$ cat src/rtl/booth_pp_gen_pkg.sv
// Shared constants and operation encodings for the radix-4 Booth partial-product generator.
package booth_pp_gen_pkg;

    localparam int XLEN     = 32;
    localparam int PP_NUM   = 17;
    localparam int COL_NUM  = 64;
    localparam int PP_COL_W = COL_NUM * PP_NUM;

    typedef enum logic [1:0] {
        OP_MUL    = 2'b00,
        OP_MULH   = 2'b01,
        OP_MULHSU = 2'b10,
        OP_MULHU  = 2'b11
    } mulOp_e;

    function automatic logic opSignA(input mulOp_e op);
        return (op == OP_MULH) || (op == OP_MULHSU);
    endfunction

    function automatic logic opSignB(input mulOp_e op);
        return (op == OP_MULH);
    endfunction

endpackage

$ cat src/rtl/booth_pp_gen_sel.sv
// One radix-4 Booth group: decodes a 3-bit window of the multiplier and
// produces the shifted, sign-extended partial product plus its +1 correction bit.
module booth_sel
    import booth_pp_gen_pkg::*;
#(
    parameter int IDX = 0
) (
    input  logic [2:0]      i_code,
    input  logic [XLEN:0]   i_a,
    output logic [COL_NUM-1:0] o_pp,
    output logic            o_neg
);

    logic [XLEN+1:0]    w_aPos;
    logic [XLEN+1:0]    w_a2Pos;
    logic [XLEN+1:0]    w_sel;
    logic [COL_NUM-1:0] w_selExt;

    assign w_aPos  = {i_a[XLEN], i_a};
    assign w_a2Pos = {i_a, 1'b0};

    // Negative selections use ones' complement; the missing +1 travels in o_neg.
    always_comb begin
        w_sel = '0;
        o_neg = 1'b0;
        case (i_code)
            3'b001, 3'b010: w_sel = w_aPos;
            3'b011:         w_sel = w_a2Pos;
            3'b100: begin
                w_sel = ~w_a2Pos;
                o_neg = 1'b1;
            end
            3'b101, 3'b110: begin
                w_sel = ~w_aPos;
                o_neg = 1'b1;
            end
            default: w_sel = '0;
        endcase
    end

    assign w_selExt = {{(COL_NUM - XLEN - 2){w_sel[XLEN+1]}}, w_sel};
    assign o_pp     = w_selExt << (2 * IDX);

endmodule

$ cat src/rtl/booth_pp_gen.sv
// Single-stage Booth partial-product generator: extends operands per op, decodes
// 17 Booth groups, transposes them into columns and registers behind a valid/ready stage.
module booth_pp_gen
    import booth_pp_gen_pkg::*;
(
    input  logic                  clk,
    input  logic                  rst_n,
    input  logic                  in_valid,
    output logic                  in_ready,
    input  logic [1:0]            in_op,
    input  logic [XLEN-1:0]       in_a,
    input  logic [XLEN-1:0]       in_b,
    input  logic                  flush,
    output logic                  out_valid,
    input  logic                  out_ready,
    output logic [PP_COL_W-1:0]   pp_col,
    output logic [PP_NUM-1:0]     booth_neg,
    output logic                  out_hi
);

    mulOp_e                w_op;
    logic [XLEN:0]         w_a33;
    logic [XLEN:0]         w_b33;
    logic [XLEN+2:0]       w_yExt;
    logic [COL_NUM-1:0]    w_pp [PP_NUM];
    logic [PP_NUM-1:0]     w_neg;
    logic [PP_COL_W-1:0]   w_ppCol;
    logic                  w_accept;

    logic                  r_outValid;
    logic [PP_COL_W-1:0]   r_ppCol;
    logic [PP_NUM-1:0]     r_boothNeg;
    logic                  r_outHi;

    assign w_op   = mulOp_e'(in_op);
    assign w_a33  = {opSignA(w_op) & in_a[XLEN-1], in_a};
    assign w_b33  = {opSignB(w_op) & in_b[XLEN-1], in_b};
    // Bit 0 is y[-1]=0 and the top bit repeats y[32], so group j reads w_yExt[2j+2:2j].
    assign w_yExt = {w_b33[XLEN], w_b33, 1'b0};

    for (genvar j = 0; j < PP_NUM; j++) begin : g_sel
        booth_sel #(.IDX(j)) u_sel (
            .i_code (w_yExt[2*j+2 : 2*j]),
            .i_a    (w_a33),
            .o_pp   (w_pp[j]),
            .o_neg  (w_neg[j])
        );
    end

    always_comb begin
        w_ppCol = '0;
        for (int k = 0; k < COL_NUM; k++) begin
            for (int j = 0; j < PP_NUM; j++) begin
                w_ppCol[k*PP_NUM + j] = w_pp[j][k];
            end
        end
    end

    assign in_ready = !flush && (!r_outValid || out_ready);
    assign w_accept = in_valid && in_ready;

    // Flush beats everything; otherwise a new accept reloads even while draining.
    always_ff @(posedge clk) begin
        if (!rst_n) begin
            r_outValid <= 1'b0;
            r_ppCol    <= '0;
            r_boothNeg <= '0;
            r_outHi    <= 1'b0;
        end else if (flush) begin
            r_outValid <= 1'b0;
        end else if (w_accept) begin
            r_outValid <= 1'b1;
            r_ppCol    <= w_ppCol;
            r_boothNeg <= w_neg;
            r_outHi    <= (w_op != OP_MUL);
        end else if (out_ready) begin
            r_outValid <= 1'b0;
        end
    end

    assign out_valid = r_outValid;
    assign pp_col    = r_ppCol;
    assign booth_neg = r_boothNeg;
    assign out_hi    = r_outHi;

endmodule

$ cat config.mk
export PLATFORM = sky130hd
export DESIGN_NAME = booth_pp_gen
export DESIGN_NICKNAME = d
export VERILOG_FILES = /design/src/rtl/booth_pp_gen_pkg.sv /design/src/rtl/booth_pp_gen_sel.sv /design/src/rtl/booth_pp_gen.sv
export SDC_FILE = /design/constraint.sdc
export NUM_CORES = 2
export LEC_CHECK = 0
export BUFFER_PORTS_ARGS = -buffer_cell sky130_fd_sc_hd__buf_2
export CAP_MARGIN = 20
export CORE_AREA = 2 2 462 464
export CTS_BUF_LIST = sky130_fd_sc_hd__clkbuf_8 sky130_fd_sc_hd__clkbuf_16
export CTS_CLUSTER_SIZE = 16
export DETAILED_ROUTE_END_ITERATION = 7
export DIE_AREA = 0 0 464 466
export GPL_TIMING_DRIVEN = 0
export PLACE_DENSITY = 0.4
export SETUP_SLACK_MARGIN = 0.1
export SLEW_MARGIN = 0
export SYNTH_ARGS = -nofsm -noshare
export SYNTH_HDL_FRONTEND = slang
export SYNTH_SLANG_ARGS = --single-unit
$ cat constraint.sdc
create_clock -name clk -period 1.7 [get_ports clk]
set_input_delay 0.085 -clock clk [delete_from_list [all_inputs] [get_ports clk]]
set_output_delay 0.085 -clock clk [all_outputs]
set_load 0.02 [all_outputs]
=== After elaboration in Yosys (flattened, before gate mapping) ===
Index checks and enable logic that the tools add are counted.

* Word-level logic and storage cells: 206
* Output and inout bits: 1108
* Latch bits: 0
* Memory bits (writable): 0
* Memory bits (read-only): 0
* Memories: 0
* Register bits after elaboration: 835

* Eq/ne operators: 101
* Shift operators: 0
* Mux-type cells: 36
* Magnitude comparators: 0
* Bitwise gates (word level): 6
* Reduce and logical (&&, ||, !) cells: 59
* Multipliers: 0
* Div/mod/pow operators: 0
* Add/subtract/negate cells: 0

{| class="wikitable"
|+ Operators with widths
! cell !! number
|-
| $pmux 34 s4 || 15
|-
| $eq 3x3->1 const B || 48
|-
| $pmux 32 s4 || 1
|-
| $pmux 34 s3 || 1
|-
| $eq 3x2->1 const B || 32
|-
| $not 34->34 || 2
|-
| $reduce_or 2->1 || 34
|-
| $eq 3x1->1 const B || 16
|-
| $reduce_or 3->1 || 16
|-
| $mux 1 || 19
|-
| $eq 2x2->1 const B || 3
|-
| $eq 2x1->1 const B || 2
|-
| $reduce_bool 2->1 || 2
|-
| $and 1x1->1 || 2
|-
| $logic_and 1x1->1 || 2
|-
| $logic_not 1->1 || 2
|-
| $logic_or 1x1->1 || 2
|-
| $not 1->1 || 2
|-
| $reduce_and 2->1 || 1
|}

=== Logic depth before layout (Yosys ltp) ===
* Depth after elaboration: 5
* Depth in mapped cells: 8
* Depth with buffers taken out: 6

=== Hierarchy ===
A second synthesis with hierarchy kept.

* Cells, all modules: 7554
* Area total of the unflattened synthesis: 68583.3 µm²

{| class="wikitable"
|+ Modules (own cells, without submodules)
! module !! cells an instance !! instances !! area an instance (µm²)
|-
| booth_pp_gen || 4806 || 1 || 43733.2
|-
| booth_sel (g_sel[10].u_sel ...) || 160 || 15 || 1457.6
|-
| booth_sel (g_sel[16].u_sel) || 189 || 1 || 1531.5
|-
| booth_sel (g_sel[0].u_sel) || 159 || 1 || 1453.9
|}

=== Least setup slack after synthesis ===
No wires, ideal clock.

* Kind: reg-to-reg
* From: register r_outValid (netlist: out_valid)
* To: register r_ppCol[241] (netlist: pp_col[241])
* Clock period less this slack: 1.908 ns
* Path slack: -0.208 ns
* Cell stages (with the launch flop): 8
* Arrival time: 1.848 ns
* Data required time: 1.641 ns
* Cell sequence: dfxtp_1 > nor2b_4 > buf_6 > nor2_1 > nor2_1 > clkbuf_1 > clkbuf_1 > a22o_1

* Cells in the longest elaborated chain, start to end: 5

{| class="wikitable"
|+ RTL lines
! what !! line !! source
|-
| start, declared || booth_pp_gen.sv:30 || <nowiki>logic r_outValid;</nowiki>
|-
| start signal, assigned || booth_pp_gen.sv:65 || <nowiki>r_outValid <= 1'b0;</nowiki>
|-
| start signal, assigned || booth_pp_gen.sv:70 || <nowiki>r_outValid <= 1'b0;</nowiki>
|-
| start signal, assigned || booth_pp_gen.sv:72 || <nowiki>r_outValid <= 1'b1;</nowiki>
|-
| $logic_not 1->1 || booth_pp_gen.sv:59 || <nowiki>assign in_ready = !flush && (!r_outValid || out_ready);</nowiki>
|-
| $logic_or 1x1->1 || booth_pp_gen.sv:59 ||
|-
| $logic_and 1x1->1 || booth_pp_gen.sv:59 ||
|-
| $logic_and 1x1->1 || booth_pp_gen.sv:60 || <nowiki>assign w_accept = in_valid && in_ready;</nowiki>
|-
| $reduce_and 2->1 (no source line) || - ||
|-
| end signal, assigned || booth_pp_gen.sv:73 || <nowiki>r_ppCol <= w_ppCol;</nowiki>
|-
| end, declared || booth_pp_gen.sv:31 || <nowiki>logic [PP_COL_W-1:0] r_ppCol;</nowiki>
|}

No other way between the ends.
A chain may end at the register's enable or synchronous reset.

=== Final worst setup path ===
* From: input port in_b[15]
* To: register r_ppCol[807] (netlist: pp_col[807])

* Cells in the longest elaborated chain, start to end: 3

{| class="wikitable"
|+ RTL lines
! what !! line !! source
|-
| start, declared || booth_pp_gen.sv:12 || <nowiki>input logic [XLEN-1:0] in_b,</nowiki>
|-
| $eq 3x3->1 (tied with other cells) || booth_pp_gen_sel.sv:26 || <nowiki>case (i_code)</nowiki>
|-
| $reduce_or 2->1 || booth_pp_gen_sel.sv:26 ||
|-
| $pmux 34 s4 (*) || booth_pp_gen_sel.sv:26 ||
|}

Mark *: on every way between the ends. The rest lies on a longest branch, timed or not.

==> metrics.cfg <==
[logic_synthesis]
synth.lib_cells_used.distinct = 47
synth_async_sr_flop_share_pct = 0
synth.top_cell.area_share_pct = 32.9
synth-seq-area-share_pct = 32.9
synth_enable_flop_cells = 0
netlist_top_cells_area = dfxtp_1 (33%), xor2_1 (12%), a22o_1 (11%)
synthesis.instances = 4167
ys_warn_count = 0
synth_top_flop_cell = dfxtp_1
synth_top_area_cell = dfxtp_1
syn-cell-area_um2 = 36200
syn-mean-instance-area_um2 = 8.68
synth.ff_latch_count = 595

[power]
p_switching_mw = 17.7
p_sw_share_pct = 37.4
leakagePower_nw = 23.8
p_comb_share_pct = 29.5
clock_power_share_pct = 38.1
power_mw = 47.4
power.internal_mw = 29.7
pwr_density_cell_nw_per_um2 = 916
seqPwrFrac_pct = 32.4
peak_vdd_ir_v = 0.000732

[routing]
detail_route.first_pass.iterations = 6
drt_iter0_markers = 5352
detailroute.via_count = 40452
drc = 0
postRouteWirelength_um = 299000
viasPerCell = 4.77
routed_wire_length_per_instance_um = 35.2
postRouteAntennaNets = 0

[worst_setup_path]
cp_num_buf_inv = 3
worstSetupPathType = input port to flop
crit_path_top_delay_cell = xor2_1
worstPathMaxFanout = 10
critical_path.endpoint_type = flop
worst_path_dominant_cell_family = buffers and inverters
worstPathCellList = buf_2 > buf_1 > xor2_1 > clkbuf_1 > a22oi_1 > o21ai_0 > a22o_1
worst_setup_path_start_kind = input port
required_ns = 2.32
cpPeakStageDelay_ns = 0.94
critPathArrivalTime_ns = 2.94

[timing]
maxClockFrequency_ghz = 0.431
setup_repair_after_global_routing_missed_its_margin = true
slew-limit-headroom_pct = 14.7
finalWorstSetupSlack_ns = -0.619
setup_violations = 724
report.final.hold_viol_count = 0
largest_clock_skew_in_the_final_design_ns = 0.0502
slew_violations = 0
max_slew.worst_pin.slew_ns = 1.27
fin_crit_sh_pct = 136
min_period_ns = 2.32

[floorplanning]
num_rows = 169
floorplan.io_pins = 1179
floorplan.die_area_um2 = 216000
starting_utilization_of_the_core_area_pct = 17.1
die_h_um = 466
core_area_um2 = 211000
die_width_um = 464

[cells_and_area]
drive_gt1_share_pct = 33.6
fillers = 23115
design.final.nets = 5631
design_area_um2 = 51700
layout-area-overhead-vs-synth_pct = 43.0

[placement]
post-place-ws_ns = -1.41
port_buffers = 879
postPlaceCellArea_um2 = 45900
hpwl_um = 239000
place_congestion = 1.01

[global_routing]
antenna_violations_before_repair = 67
track_usage_pct = 26.1
grt_overflow_total = 0
grt_start_max_net_pins = 33
grt_pass1_wl_um = 379000
grt_pass1_vias = 37082

[cts]
htreeDepth = 3
cts_buffers = 76
clock_sink_count = 595
clock_path_buffers = 3
clkSlewWorstSetupHoldPaths_ns = 0.06
insertion_delay_ns = 0.72
tritoncts = yes
cts.root.buffer_cell = clkbuf_16

[run_status]
status = finished with violations
violations = negative setup slack

[hold_path]
hold_class = input port to flop

[run]
timing.max_cap.violations = 0

==> cells by family after synthesis <==
family | Yosys count | share of synthesized area (%)
buf+inv | 1074 | 17.4
fa+ha+maj | 2 | 0.0691
flops | 595 | 32.9
other cells | 1 | 0.0104
mux | 1 | 0.0277
compound gates | 1561 | 31.3
xor+xnor | 525 | 12.7
simple gates | 408 | 5.52
==> metrics by stage <==
step	hold slack, ns	cells	utilization, %	TNS [ns]
final	0.0384	8483	24.5	-207.59
after global routing	0.0677	8465	24.5	-238.01
after floorplan	0.157	4438	-	-35.35
after CTS	0.00562	8417	24.1	-252.32
after global placement	0.383	8138	21.4	-839.29
after detailed placement	0.382	8182	21.7	-584.56
==> power groups by stage <==
stage	logic (mW)	registers, mW	clock network (mW)
3_3_place_gp	12.6	15.7	0
6_report	14.0	15.3	18.1
4_1_cts	13.5	15.3	18.2
3_5_place_dp	12.9	15.6	0
5_1_grt	14.5	15.4	18.7
2_1_floorplan	6.77	16.0	0
==> final timing paths <==
path | start | slack [ns] | cells past startpoint | endpoint
setup / recovery | in_b[15] | -0.62 | 7 | pp_col[807]
hold / removal | in_b[29] | 0.04 | 4 | pp_col[1086]
setup reg to reg | out_valid | -0.47 | 9 | pp_col[825]
hold reg to reg | pp_col[900] | 0.45 | 2 | pp_col[900]
==> tightest hold or removal path, delay by kind of cell <==
| family | cells | cell delay (ns) |
|---|---|---|
| AND/OR/NAND/NOR | 2 | 0.34 |
| AO/OA/AOI/OAI | 1 | 0.16 |
| buffers and inverters | 1 | 0.13 |
==> cells in the mapped netlist (4+ instances only) <==
| master | number |
|---|---|
| and3_1 | 13 |
| or3b_2 | 15 |
| a21oi_1 | 72 |
| a32o_1 | 21 |
| xnor2_1 | 45 |
| clkbuf_1 | 364 |
| a211oi_1 | 41 |
| xor2_1 | 480 |
| o21bai_1 | 4 |
| o21ai_0 | 408 |
| buf_1 | 71 |
| dfxtp_1 | 595 |
| buf_4 | 513 |
| nand3_1 | 49 |
| buf_6 | 28 |
| a311oi_1 | 13 |
| o2bb2ai_1 | 64 |
| nor3_4 | 9 |
| and3b_1 | 13 |
| a22oi_1 | 422 |
| nand2_1 | 70 |
| nor2_1 | 180 |
| a22o_1 | 442 |
| a21o_1 | 21 |
| and2_1 | 4 |
| nor3_1 | 41 |
| inv_1 | 6 |
| buf_2 | 90 |
| a221o_1 | 44 |
==> routing by layer <==
metal	part of all wire (%)	track usage (%)	routed length [um]
met4	7.3	16.4	21900
met3	11	8.92	32800
met5	0.036	0	109
met2	45	41.1	133000
met1	37	30.3	111000
==> registers in the layout, summed over array words and instances, names as in the netlist <==
register,count
booth_neg,17
out_hi,1
out_valid,1
pp_col,576
==> area by class of cell <==
cell class	instances	area, um^2	share of cell area (%)
Buffer	1062	7010	13.5
Antenna cell	42	105	0.203
Timing Repair Buffer	1047	7220	13.9
Clock inverter	52	683	1.32
Sequential cell	595	11900	23.1
Clock buffer	88	2070	3.99
Tap cell	2821	3530	6.82
Multi-Input combinational cell	2769	19200	37.0
Inverter	7	26.3	0.0508
==> timing repair <==
| item | 4_1_cts | 5_1_grt |
|---|---|---|
| hold endpoints to repair | 32 | 1 |
| setup endpoints to repair | 895 | 867 |
| gates cloned | 12 | 15 |
| buffers inserted | 55 | 5 |
| hold buffers | 33 | 1 |
| gates resized for setup | 291 | 144 |
| pin swaps | 20 | 29 |
==> layout by cell type, fill, tap and decap left out, types with 39 or more instances in the layout <==
master / n
a211oi_1: 39
a21oi_1: 66
a221o_1: 44
a22o_1: 442
a22oi_1: 422
buf_1: 63
buf_12: 43
buf_2: 891
buf_4: 556
buf_6: 74
buf_8: 52
clkbuf_1: 314
clkbuf_16: 94
conb_1: 272
dfxtp_1: 586
diode_2: 42
nand2_1: 69
nand3_1: 47
nor2_1: 178
nor3_1: 39
o21ai_0: 406
o2bb2ai_1: 63
xnor2_1: 45
xor2_1: 477
(Power assumes the default switching activity.)
